[src/rtl/crs_bwr_port_if.sv]
// Local command, buffered-write and arbiter-slot signals of crs_bwr_port.
// The slave view belongs to the port itself; the master view belongs to its surroundings.
interface crs_bwr_port_if;
    logic        cmd_valid;
    logic        cmd_ready;
    logic        cmd_rd;
    logic [11:0] cmd_adr;
    logic [15:0] cmd_wr_data;
    logic        cmd_done;
    logic [15:0] cmd_rd_data;

    logic        push;
    logic [11:0] push_adr;
    logic [15:0] push_data;
    logic        fifo_full;
    logic        fifo_ovf;
    logic        flush;

    logic        wr_req;
    logic        rd_req;
    logic        bwr_req;
    logic        ack;
    logic [11:0] adr;
    logic [15:0] wr_data;
    logic [15:0] rd_data;
    logic        buf_rd;
    logic        buf_empty;
    logic [31:0] buf_wr_data;

    modport slave (
        input  cmd_valid, cmd_rd, cmd_adr, cmd_wr_data,
        output cmd_ready, cmd_done, cmd_rd_data,
        input  push, push_adr, push_data, flush,
        output fifo_full, fifo_ovf,
        input  ack, rd_data, buf_rd,
        output wr_req, rd_req, bwr_req, adr, wr_data, buf_empty, buf_wr_data
    );

    modport master (
        output cmd_valid, cmd_rd, cmd_adr, cmd_wr_data,
        input  cmd_ready, cmd_done, cmd_rd_data,
        output push, push_adr, push_data, flush,
        input  fifo_full, fifo_ovf,
        output ack, rd_data, buf_rd,
        input  wr_req, rd_req, bwr_req, adr, wr_data, buf_empty, buf_wr_data
    );
endinterface

[src/rtl/crs_bwr_port.sv]
// Arbiter slot adapter: single register accesses plus a buffered-write FIFO that is
// handed to the arbiter as a burst-write transaction on threshold, flush or idle timeout.
module crs_bwr_port #(
    parameter int DEPTH_LOG2   = 4,
    parameter int FLUSH_THRESH = 8,
    parameter int TIMEOUT      = 1000
) (
    input  logic           clk,
    input  logic           rst,
    crs_bwr_port_if.slave  bus
);
    localparam int              DEPTH    = 1 << DEPTH_LOG2;
    localparam int              CNT_W    = DEPTH_LOG2 + 1;
    localparam logic [15:0]     TMO_LAST = 16'((TIMEOUT > 0) ? TIMEOUT - 1 : 0);

    typedef enum logic [1:0] {
        S_IDLE,
        S_CMD_REQ,
        S_BWR_REQ,
        S_WAIT_ACK_LOW
    } state_t;

    state_t                state_q, state_d;
    logic                  wr_req_q, wr_req_d;
    logic                  rd_req_q, rd_req_d;
    logic                  bwr_req_q, bwr_req_d;
    logic                  cmd_done_q, cmd_done_d;
    logic                  is_rd_q, is_rd_d;
    logic [11:0]           adr_q, adr_d;
    logic [15:0]           wr_data_q, wr_data_d;
    logic [15:0]           cmd_rd_data_q, cmd_rd_data_d;

    logic [27:0]           mem [DEPTH];
    logic [DEPTH_LOG2-1:0] wr_ptr_q, wr_ptr_d;
    logic [DEPTH_LOG2-1:0] rd_ptr_q, rd_ptr_d;
    logic [CNT_W-1:0]      count_q, count_d;
    logic [31:0]           buf_wr_data_q, buf_wr_data_d;
    logic                  fifo_ovf_q, fifo_ovf_d;
    logic                  flush_pend_q, flush_pend_d;
    logic [15:0]           tmo_q, tmo_d;

    logic fifo_empty, fifo_full, push_ok, pop_ok;
    logic tmo_expired, bwr_due, enter_bwr, leave_bwr;

    assign fifo_empty  = (count_q == '0);
    assign fifo_full   = (count_q == CNT_W'(DEPTH));
    assign push_ok     = bus.push && !fifo_full;
    assign pop_ok      = bus.buf_rd && !fifo_empty;
    assign tmo_expired = (TIMEOUT != 0) && (tmo_q == TMO_LAST);
    assign bwr_due     = (count_q >= CNT_W'(FLUSH_THRESH))
                       || (flush_pend_q && !fifo_empty)
                       || tmo_expired;
    assign enter_bwr   = (state_q != S_BWR_REQ) && (state_d == S_BWR_REQ);
    assign leave_bwr   = (state_q == S_BWR_REQ) && (state_d != S_BWR_REQ);

    always_comb begin
        // NOTE: every _d starts from its _q value so no branch can infer a latch.
        state_d       = state_q;
        wr_req_d      = wr_req_q;
        rd_req_d      = rd_req_q;
        bwr_req_d     = bwr_req_q;
        is_rd_d       = is_rd_q;
        adr_d         = adr_q;
        wr_data_d     = wr_data_q;
        cmd_rd_data_d = cmd_rd_data_q;
        cmd_done_d    = 1'b0;

        case (state_q)
            S_IDLE: begin
                // A pending single command always wins over a due burst.
                if (bus.cmd_valid) begin
                    adr_d     = bus.cmd_adr;
                    wr_data_d = bus.cmd_wr_data;
                    is_rd_d   = bus.cmd_rd;
                    wr_req_d  = !bus.cmd_rd;
                    rd_req_d  = bus.cmd_rd;
                    state_d   = S_CMD_REQ;
                end else if (bwr_due && !bus.ack) begin
                    bwr_req_d = 1'b1;
                    state_d   = S_BWR_REQ;
                end
            end
            S_CMD_REQ: begin
                if (bus.ack) begin
                    wr_req_d   = 1'b0;
                    rd_req_d   = 1'b0;
                    cmd_done_d = 1'b1;
                    if (is_rd_q) cmd_rd_data_d = bus.rd_data;
                    state_d    = S_WAIT_ACK_LOW;
                end
            end
            S_BWR_REQ: begin
                if (bus.ack) begin
                    bwr_req_d = 1'b0;
                    state_d   = S_WAIT_ACK_LOW;
                end
            end
            S_WAIT_ACK_LOW: begin
                if (!bus.ack) state_d = S_IDLE;
            end
            default: begin
                wr_req_d  = 1'b0;
                rd_req_d  = 1'b0;
                bwr_req_d = 1'b0;
                state_d   = S_IDLE;
            end
        endcase
    end

    always_comb begin
        wr_ptr_d      = wr_ptr_q + DEPTH_LOG2'(push_ok);
        rd_ptr_d      = rd_ptr_q + DEPTH_LOG2'(pop_ok);
        count_d       = count_q + CNT_W'(push_ok) - CNT_W'(pop_ok);
        buf_wr_data_d = pop_ok ? {4'b0000, mem[rd_ptr_q]} : buf_wr_data_q;
        fifo_ovf_d    = fifo_ovf_q || (bus.push && fifo_full);

        flush_pend_d = flush_pend_q || bus.flush;
        if (enter_bwr || fifo_empty) flush_pend_d = 1'b0;

        // The idle timer saturates at its last value so a command cannot swallow the expiry.
        tmo_d = tmo_q;
        if (bus.push || fifo_empty || leave_bwr)
            tmo_d = '0;
        else if (state_q == S_IDLE && tmo_q != TMO_LAST)
            tmo_d = tmo_q + 16'd1;
    end

    // NOTE: FIFO storage has no reset; only pointers and count define what is valid.
    always_ff @(posedge clk) begin
        if (push_ok) mem[wr_ptr_q] <= {bus.push_adr, bus.push_data};
    end

    // NOTE: state registers use non-blocking assignments so all flops update together.
    always_ff @(posedge clk) begin
        if (rst) begin
            state_q       <= S_IDLE;
            wr_req_q      <= 1'b0;
            rd_req_q      <= 1'b0;
            bwr_req_q     <= 1'b0;
            cmd_done_q    <= 1'b0;
            is_rd_q       <= 1'b0;
            adr_q         <= '0;
            wr_data_q     <= '0;
            cmd_rd_data_q <= '0;
            wr_ptr_q      <= '0;
            rd_ptr_q      <= '0;
            count_q       <= '0;
            buf_wr_data_q <= '0;
            fifo_ovf_q    <= 1'b0;
            flush_pend_q  <= 1'b0;
            tmo_q         <= '0;
        end else begin
            state_q       <= state_d;
            wr_req_q      <= wr_req_d;
            rd_req_q      <= rd_req_d;
            bwr_req_q     <= bwr_req_d;
            cmd_done_q    <= cmd_done_d;
            is_rd_q       <= is_rd_d;
            adr_q         <= adr_d;
            wr_data_q     <= wr_data_d;
            cmd_rd_data_q <= cmd_rd_data_d;
            wr_ptr_q      <= wr_ptr_d;
            rd_ptr_q      <= rd_ptr_d;
            count_q       <= count_d;
            buf_wr_data_q <= buf_wr_data_d;
            fifo_ovf_q    <= fifo_ovf_d;
            flush_pend_q  <= flush_pend_d;
            tmo_q         <= tmo_d;
        end
    end

    assign bus.cmd_ready   = (state_q == S_IDLE);
    assign bus.cmd_done    = cmd_done_q;
    assign bus.cmd_rd_data = cmd_rd_data_q;
    assign bus.wr_req      = wr_req_q;
    assign bus.rd_req      = rd_req_q;
    assign bus.bwr_req     = bwr_req_q;
    assign bus.adr         = adr_q;
    assign bus.wr_data     = wr_data_q;
    assign bus.fifo_full   = fifo_full;
    assign bus.fifo_ovf    = fifo_ovf_q;
    assign bus.buf_empty   = fifo_empty;
    assign bus.buf_wr_data = buf_wr_data_q;
endmodule
[src/flat_wrapper.sv]
// flat-port wrapper written by rule: the top's interface ports become plain ports
module crs_bwr_port_flat 
#(
    parameter int DEPTH_LOG2   = 4,
    parameter int FLUSH_THRESH = 8,
    parameter int TIMEOUT      = 1000
)
  (clk, rst, bus_cmd_valid, bus_cmd_rd, bus_cmd_adr, bus_cmd_wr_data, bus_cmd_ready, bus_cmd_done, bus_cmd_rd_data, bus_push, bus_push_adr, bus_push_data, bus_flush, bus_fifo_full, bus_fifo_ovf, bus_ack, bus_rd_data, bus_buf_rd, bus_wr_req, bus_rd_req, bus_bwr_req, bus_adr, bus_wr_data, bus_buf_empty, bus_buf_wr_data);
  crs_bwr_port_if bus_i ();
  input  logic clk;
  input  logic rst;
  input wire logic [$bits(bus_i.cmd_valid)-1:0] bus_cmd_valid;
  input wire logic [$bits(bus_i.cmd_rd)-1:0] bus_cmd_rd;
  input wire logic [$bits(bus_i.cmd_adr)-1:0] bus_cmd_adr;
  input wire logic [$bits(bus_i.cmd_wr_data)-1:0] bus_cmd_wr_data;
  output wire logic [$bits(bus_i.cmd_ready)-1:0] bus_cmd_ready;
  output wire logic [$bits(bus_i.cmd_done)-1:0] bus_cmd_done;
  output wire logic [$bits(bus_i.cmd_rd_data)-1:0] bus_cmd_rd_data;
  input wire logic [$bits(bus_i.push)-1:0] bus_push;
  input wire logic [$bits(bus_i.push_adr)-1:0] bus_push_adr;
  input wire logic [$bits(bus_i.push_data)-1:0] bus_push_data;
  input wire logic [$bits(bus_i.flush)-1:0] bus_flush;
  output wire logic [$bits(bus_i.fifo_full)-1:0] bus_fifo_full;
  output wire logic [$bits(bus_i.fifo_ovf)-1:0] bus_fifo_ovf;
  input wire logic [$bits(bus_i.ack)-1:0] bus_ack;
  input wire logic [$bits(bus_i.rd_data)-1:0] bus_rd_data;
  input wire logic [$bits(bus_i.buf_rd)-1:0] bus_buf_rd;
  output wire logic [$bits(bus_i.wr_req)-1:0] bus_wr_req;
  output wire logic [$bits(bus_i.rd_req)-1:0] bus_rd_req;
  output wire logic [$bits(bus_i.bwr_req)-1:0] bus_bwr_req;
  output wire logic [$bits(bus_i.adr)-1:0] bus_adr;
  output wire logic [$bits(bus_i.wr_data)-1:0] bus_wr_data;
  output wire logic [$bits(bus_i.buf_empty)-1:0] bus_buf_empty;
  output wire logic [$bits(bus_i.buf_wr_data)-1:0] bus_buf_wr_data;
  assign bus_i.cmd_valid = bus_cmd_valid;
  assign bus_i.cmd_rd = bus_cmd_rd;
  assign bus_i.cmd_adr = bus_cmd_adr;
  assign bus_i.cmd_wr_data = bus_cmd_wr_data;
  assign bus_cmd_ready = bus_i.cmd_ready;
  assign bus_cmd_done = bus_i.cmd_done;
  assign bus_cmd_rd_data = bus_i.cmd_rd_data;
  assign bus_i.push = bus_push;
  assign bus_i.push_adr = bus_push_adr;
  assign bus_i.push_data = bus_push_data;
  assign bus_i.flush = bus_flush;
  assign bus_fifo_full = bus_i.fifo_full;
  assign bus_fifo_ovf = bus_i.fifo_ovf;
  assign bus_i.ack = bus_ack;
  assign bus_i.rd_data = bus_rd_data;
  assign bus_i.buf_rd = bus_buf_rd;
  assign bus_wr_req = bus_i.wr_req;
  assign bus_rd_req = bus_i.rd_req;
  assign bus_bwr_req = bus_i.bwr_req;
  assign bus_adr = bus_i.adr;
  assign bus_wr_data = bus_i.wr_data;
  assign bus_buf_empty = bus_i.buf_empty;
  assign bus_buf_wr_data = bus_i.buf_wr_data;
  crs_bwr_port #(.DEPTH_LOG2(DEPTH_LOG2), .FLUSH_THRESH(FLUSH_THRESH), .TIMEOUT(TIMEOUT)) u_core (.clk(clk), .rst(rst), .bus(bus_i));
endmodule
[config.mk]
export PLATFORM = sky130hd
export DESIGN_NAME = crs_bwr_port_flat
export DESIGN_NICKNAME = d
export VERILOG_FILES = /design/src/rtl/crs_bwr_port_if.sv /design/src/rtl/crs_bwr_port.sv /design/src/flat_wrapper.sv
export SDC_FILE = /design/constraint.sdc
export NUM_CORES = 1
export LEC_CHECK = 0
export CAP_MARGIN = 20
export CELL_PAD_IN_SITES_DETAIL_PLACEMENT = 0
export CELL_PAD_IN_SITES_GLOBAL_PLACEMENT = 1
export CORE_MARGIN = 5
export CORE_UTILIZATION = 45
export CTS_BUF_LIST = sky130_fd_sc_hd__clkbuf_8 sky130_fd_sc_hd__clkbuf_16
export DETAILED_ROUTE_END_ITERATION = 16
export HOLD_SLACK_MARGIN = 0.1
export PLACE_DENSITY_LB_ADDON = 0.1
export SLEW_MARGIN = 30
export SYNTH_ARGS = -nofsm -noshare
export SYNTH_HDL_FRONTEND = slang
export SYNTH_SLANG_ARGS = --single-unit
[constraint.sdc]
create_clock -name clk -period 5.5 [get_ports clk]
set_input_delay 0.825 -clock clk [delete_from_list [all_inputs] [get_ports clk]]
set_output_delay 0.825 -clock clk [all_outputs]
set_load 0.02 [all_outputs]
### Word-level counts from Yosys, hierarchy flattened

Memory sizes are Yosys's and may differ from the RTL's. A register that Yosys moved wholly into a read port is not among the register bits.
Cells that the tools add are included.

* memories: 1
* memory bits (writable): 448
* register bits: 82
* bits of input ports: 80
* word-level logic and storage cells: 84
* output and inout bits: 84

* add/sub/neg operators: 5
* equality and inequality tests: 14
* bitwise logic cells: 1
* mux-type cells: 16
* reductions and logical operators: 31
* order comparisons: 1

Memories
* u_core.mem: depth 16, bits a word 28, read ports 1, clocked after Yosys merged registers in 1, wr ports 1, RTL line crs_bwr_port.sv:33 `logic [27:0] mem [DEPTH];`

Operator list (number)
* adder 16 x 1 -> 16 bit, second input constant: 1
* == test 16 x 10 -> 1 bit, second input constant: 1
* inequality test 16 x 10 -> 1 bit, second input constant: 1
* inequality test 2 bit, second input constant: 6
* adder 4 x 1 -> 4 bit: 2
* logical AND 1 bit: 8
* two-way mux 1 bit: 8
* two-way mux 2 bit: 4
* OR reduction 2 bit: 4
* logical OR 1 bit: 7
* == test 2 bit, second input constant: 3
* one-hot mux 1 bit (2 select lines): 3
* one-hot mux 2 bit (3 select lines): 1
* AND reduction 3 bit: 2
* adder 5 x 1 -> 5 bit: 1
* == test 5 bit, second input constant: 1
* >= comparator 5 x 4 -> 1 bit, second input constant: 1
* logical NOT 5 bit: 1
* subtractor 5 x 1 -> 5 bit: 1
* logical NOT 1 bit: 4
* AND reduction 4 bit: 1
* nonzero test 2 bit: 2
* == test 2 x 1 -> 1 bit, second input constant: 1
* logical NOT 2 bit: 1
* 3 further kinds: 3

### Logic depth before layout (Yosys ltp)

* word-level depth: 13
* mapped depth: 14
* gate-level depth less buffers: 13

### Worst setup path before layout

Ideal clock, no wire load.

* kind: in2reg
* start point: in bus_push
* end point: mem u_core.mem[0][0], enable pin
* path buffers: 0
* library setup time: 448 ps
* data arrival time: 3565 ps
* stages: 3
* slack: 1487 ps
* required time: 5052 ps
* cells stage by stage: nor2b_1 > or3b_2 > nor3_1

* cells in the longest elaborated chain, start to end: 3

Ends and longest elaborated chain
* start: declaration: RTL line flat_wrapper.sv:19 `input wire logic [$bits(bus_i.push)-1:0] bus_push;`
* logical AND 1 bit: RTL line crs_bwr_port.sv:47 `assign push_ok = bus.push && !fifo_full;`
* two-way mux 1 bit: RTL line crs_bwr_port.sv:130 `if (push_ok) mem[wr_ptr_q] <= {bus.push_adr, bus.push_data};`
* two-way mux 1 bit (implied by the code): RTL line crs_bwr_port.sv:130
* end: declaration: RTL line crs_bwr_port.sv:33

Every way passes these cells.

### Worst setup path after layout

* start point: reg u_core.count_q[3]
* end point: out bus_buf_empty

* cells in the longest elaborated chain, start to end: 1

Ends and longest elaborated chain
* start: declaration: RTL line crs_bwr_port.sv:36 `logic [CNT_W-1:0] count_q, count_d;`
* start signal: assignment: RTL line crs_bwr_port.sv:164 `count_q <= count_d;`
* logical NOT 5 bit: RTL line crs_bwr_port.sv:45 `assign fifo_empty = (count_q == '0);`
* end: declaration: RTL line flat_wrapper.sv:33 `output wire logic [$bits(bus_i.buf_empty)-1:0] bus_buf_empty;`

Every way passes these cells.

==> flow_summary.json <==
{
  "drive_above_1_share_pct": 21.8,
  "ir_worst_vdd_v": 0.000240,
  "tritoncts": "yes",
  "comb_power_share_pct": 16.9,
  "setup_violations": 0,
  "setup.worst_path.start_class": "flop",
  "rsz0062_at_grt": "false",
  "p_sw_share_pct": 25.4,
  "clock_power_share_pct": 34.9,
  "postSynthRegisterBits": 558,
  "fp.dieW_um": 228,
  "status": "finished, final reports clean",
  "worstHoldPathType": "reg -> reg",
  "vias_per_cell": 5.37,
  "initial_core_utilization_pct": 45.7,
  "area_occupied_by_multi_input_gates_sq_um": 5390,
  "synth.most_common_cell": "sky130_fd_sc_hd__edfxtp_1",
  "pwr-share-seq_pct": 48.2,
  "worst_slack_ps": 2200,
  "syn-cell-area_sq_um": 21300,
  "clock_buffer_count_from_cts": 56,
  "synth_top_cells_by_area": "sky130_fd_sc_hd__edfxtp_1, sky130_fd_sc_hd__mux4_2, sky130_fd_sc_hd__dfxtp_1, sky130_fd_sc_hd__mux2_2, sky130_fd_sc_hd__nand2_1",
  "firstDrtPassIters": 4,
  "gpl.final_weighted_congestion": 0.718,
  "dpl-instance-area_sq_um": 23900,
  "syn_area_per_cell_sq_um": 17.8,
  "skew_ps": 15.9,
  "finalNonFillerCells": 2029,
  "cellInternalPower_mw": 7.69,
  "final_antenna_net_count": 0,
  "routedWlPerCell_um": 22.4,
  "worstPathArrival_ps": 2470,
  "dr.first_iter.drc_count": 657,
  "clockBufferDepth": 3,
  "cts_repair_resize_count": 0,
  "yosysSeqAreaShare_pct": 73.5,
  "power_density_nw_per_um2": 402,
  "worst_skew_pair.late_latency_ps": 610,
  "placed_instances": 1922,
  "synth.top_cells.by_count": "sky130_fd_sc_hd__edfxtp_1, sky130_fd_sc_hd__mux4_2, sky130_fd_sc_hd__dfxtp_1",
  "yosys.area.top_type": "sky130_fd_sc_hd__edfxtp_1",
  "die-height_um": 228,
  "setup_tns_ps": 0,
  "synth_enable_flop_cells": 448,
  "nFillCells": 3712,
  "worst-endpoint-required_ps": 4680,
  "pre_cts_slack_ps": 1760,
  "layout.core_utilization_pct": 55.0,
  "primary_flip_flop_cell_chosen_by_synthesis_mapping": "sky130_fd_sc_hd__edfxtp_1",
  "leakagePower_nw": 8.15,
  "drc": 0,
  "grt_max_degree": 69,
  "top_area_cell_type_share_of_the_netlist_area_pct": 63.1,
  "grt_usage_pct": 17.6,
  "number_of_unique_standard_cell_types_used_by_synthesis": 52,
  "final_period_utilization_pct": 60.0,
  "cts_setup_buffers": 0,
  "clk_pin_slew_worst_paths_ps": 60,
  "synth-async-reset-ratio_pct": 0,
  "total_power_mw": 10.3,
  "slew_headroom_pct": 37.5,
  "finalCriticalPeriod_ps": 3300,
  "htree_num_levels": 2,
  "finalHoldWorstSlack_ps": 452,
  "grt_first_pass_wirelength_mm": 69.8,
  "detailroute.via_count": 10900,
  "grt_antenna_before_repair": 1,
  "core_area_sq_um": 46700,
  "switchingPower_mw": 2.62,
  "cap_viol_max_count": 0,
  "final_count_of_hold_timing_violations": 0,
  "die_area_sq_um": 51800,
  "grt_overflow_total": 0,
  "sequential_cell_area_sq_um": 15700,
  "drt_wl_total_mm": 45.4,
  "critical_path.max_fanout": 4,
  "fin_area_sq_um": 25600,
  "post_synth_inst_count": 1194,
  "io_buffers": 159,
  "ctsHoldBuffers": 0,
  "clock-root-buffer": "sky130_fd_sc_hd__clkbuf_16",
  "grt_pass1_vias": 11500,
  "pin_count": 164,
  "synth-warning-count": 0,
  "kind_of_end_point_of_the_critical_path": "primary output",
  "clock_sinks": 558,
  "setup.worst_path.class": "reg -> out",
  "fmax_mhz": 303,
  "max_slew_violation_total_from_the_final_report": 0,
  "finish.net_count": 1469,
  "row_count": 79,
  "worst_pin_slew_ps": 935,
  "dp.final_hpwl_mm": 27.9,
  "syn2layout_area_growth_pct": 20.3
}
[flip-flops by register name, summed over array words and instances, names as in the netlist, 4 cells and up]
name	cells
u_core.count_q	5
u_core.mem	448
u_core.tmo_q	16
u_core.bus.buf_wr_data	28
u_core.bus.cmd_rd_data	16
u_core.wr_ptr_q	4
u_core.rd_ptr_q	4
u_core.bus.adr	12
u_core.bus.wr_data	16
[layer usage]
metal / GRT usage [%] / wire length [um]
met1: 25.3 / 20900
met2: 28.3 / 21300
met3: 3.07 / 2200
met4: 5.03 / 945
met5: 0 / 13
[placed cells by master, fill, tap and decap left out, types with 8 or more instances in the layout]
cell,n
sky130_fd_sc_hd__o22ai_1,28
sky130_fd_sc_hd__nor2_1,46
sky130_fd_sc_hd__dfxtp_1,107
sky130_fd_sc_hd__buf_4,14
sky130_fd_sc_hd__clkinv_1,9
sky130_fd_sc_hd__ha_1,13
sky130_fd_sc_hd__clkbuf_16,57
sky130_fd_sc_hd__clkdlybuf4s50_1,158
sky130_fd_sc_hd__clkinv_2,10
sky130_fd_sc_hd__mux2_2,56
sky130_fd_sc_hd__o21ai_0,8
sky130_fd_sc_hd__mux4_2,112
sky130_fd_sc_hd__edfxtp_1,448
sky130_fd_sc_hd__nor3_1,31
sky130_fd_sc_hd__nor2b_1,8
sky130_fd_sc_hd__nand2_1,100
sky130_fd_sc_hd__a21oi_1,61
sky130_fd_sc_hd__nor2_4,12
sky130_fd_sc_hd__inv_1,36
[final timing paths]
path	end	cells after the start	from	slack, ps
hold reg to reg	u_core.bus.adr[10]$_SDFFE_PP0P_	2	u_core.bus.adr[10]$_SDFFE_PP0P_	450
setup / recovery	bus_buf_empty	5	u_core.count_q[3]$_SDFF_PP0_	2200
setup reg to reg	u_core.count_q[4]$_SDFF_PP0_	14	u_core.count_q[3]$_SDFF_PP0_	2200
hold / removal	u_core.bus.adr[10]$_SDFFE_PP0P_	2	u_core.bus.adr[10]$_SDFFE_PP0P_	450
[power groups by stage]
| stage | logic, mW | clock network [mW] | registers (mW) |
|---|---|---|---|
| floorplan | 1.17 | 0 | 5.04 |
| global placement | 1.77 | 0 | 5.07 |
| detailed placement | 1.78 | 0 | 5.07 |
| CTS | 1.78 | 3.69 | 4.98 |
| global route | 1.91 | 3.87 | 5.01 |
| finish | 1.74 | 3.59 | 4.97 |
[worst max-delay path, stage by stage, from the launching register on]
cell,delay (ps)
sky130_fd_sc_hd__dfxtp_1,320
sky130_fd_sc_hd__inv_1,100
sky130_fd_sc_hd__ha_1,160
sky130_fd_sc_hd__or4b_1,510
sky130_fd_sc_hd__inv_1,150
sky130_fd_sc_hd__clkdlybuf4s50_1,640
[kinds of logic after synthesis]
logic type	share of synthesized area, %
flops	73.5
simple gates	5.58
mux	14.8
compound gates	2.94
buf+inv	1.86
fa+ha+maj	0.857
xor+xnor	0.493
other cells	0.0176
[final cells by class]
cell class,count,share of cell area (%)
Sequential cell,558,61.1
Clock buffer,60,5.72
Inverter,16,0.234
Timing Repair Buffer,188,7.87
Clock inverter,44,1.06
Antenna cell,1,0.00976
Multi-Input combinational cell,555,21.0
Tap cell,607,2.96
Power figures use the tool's default switching activity.
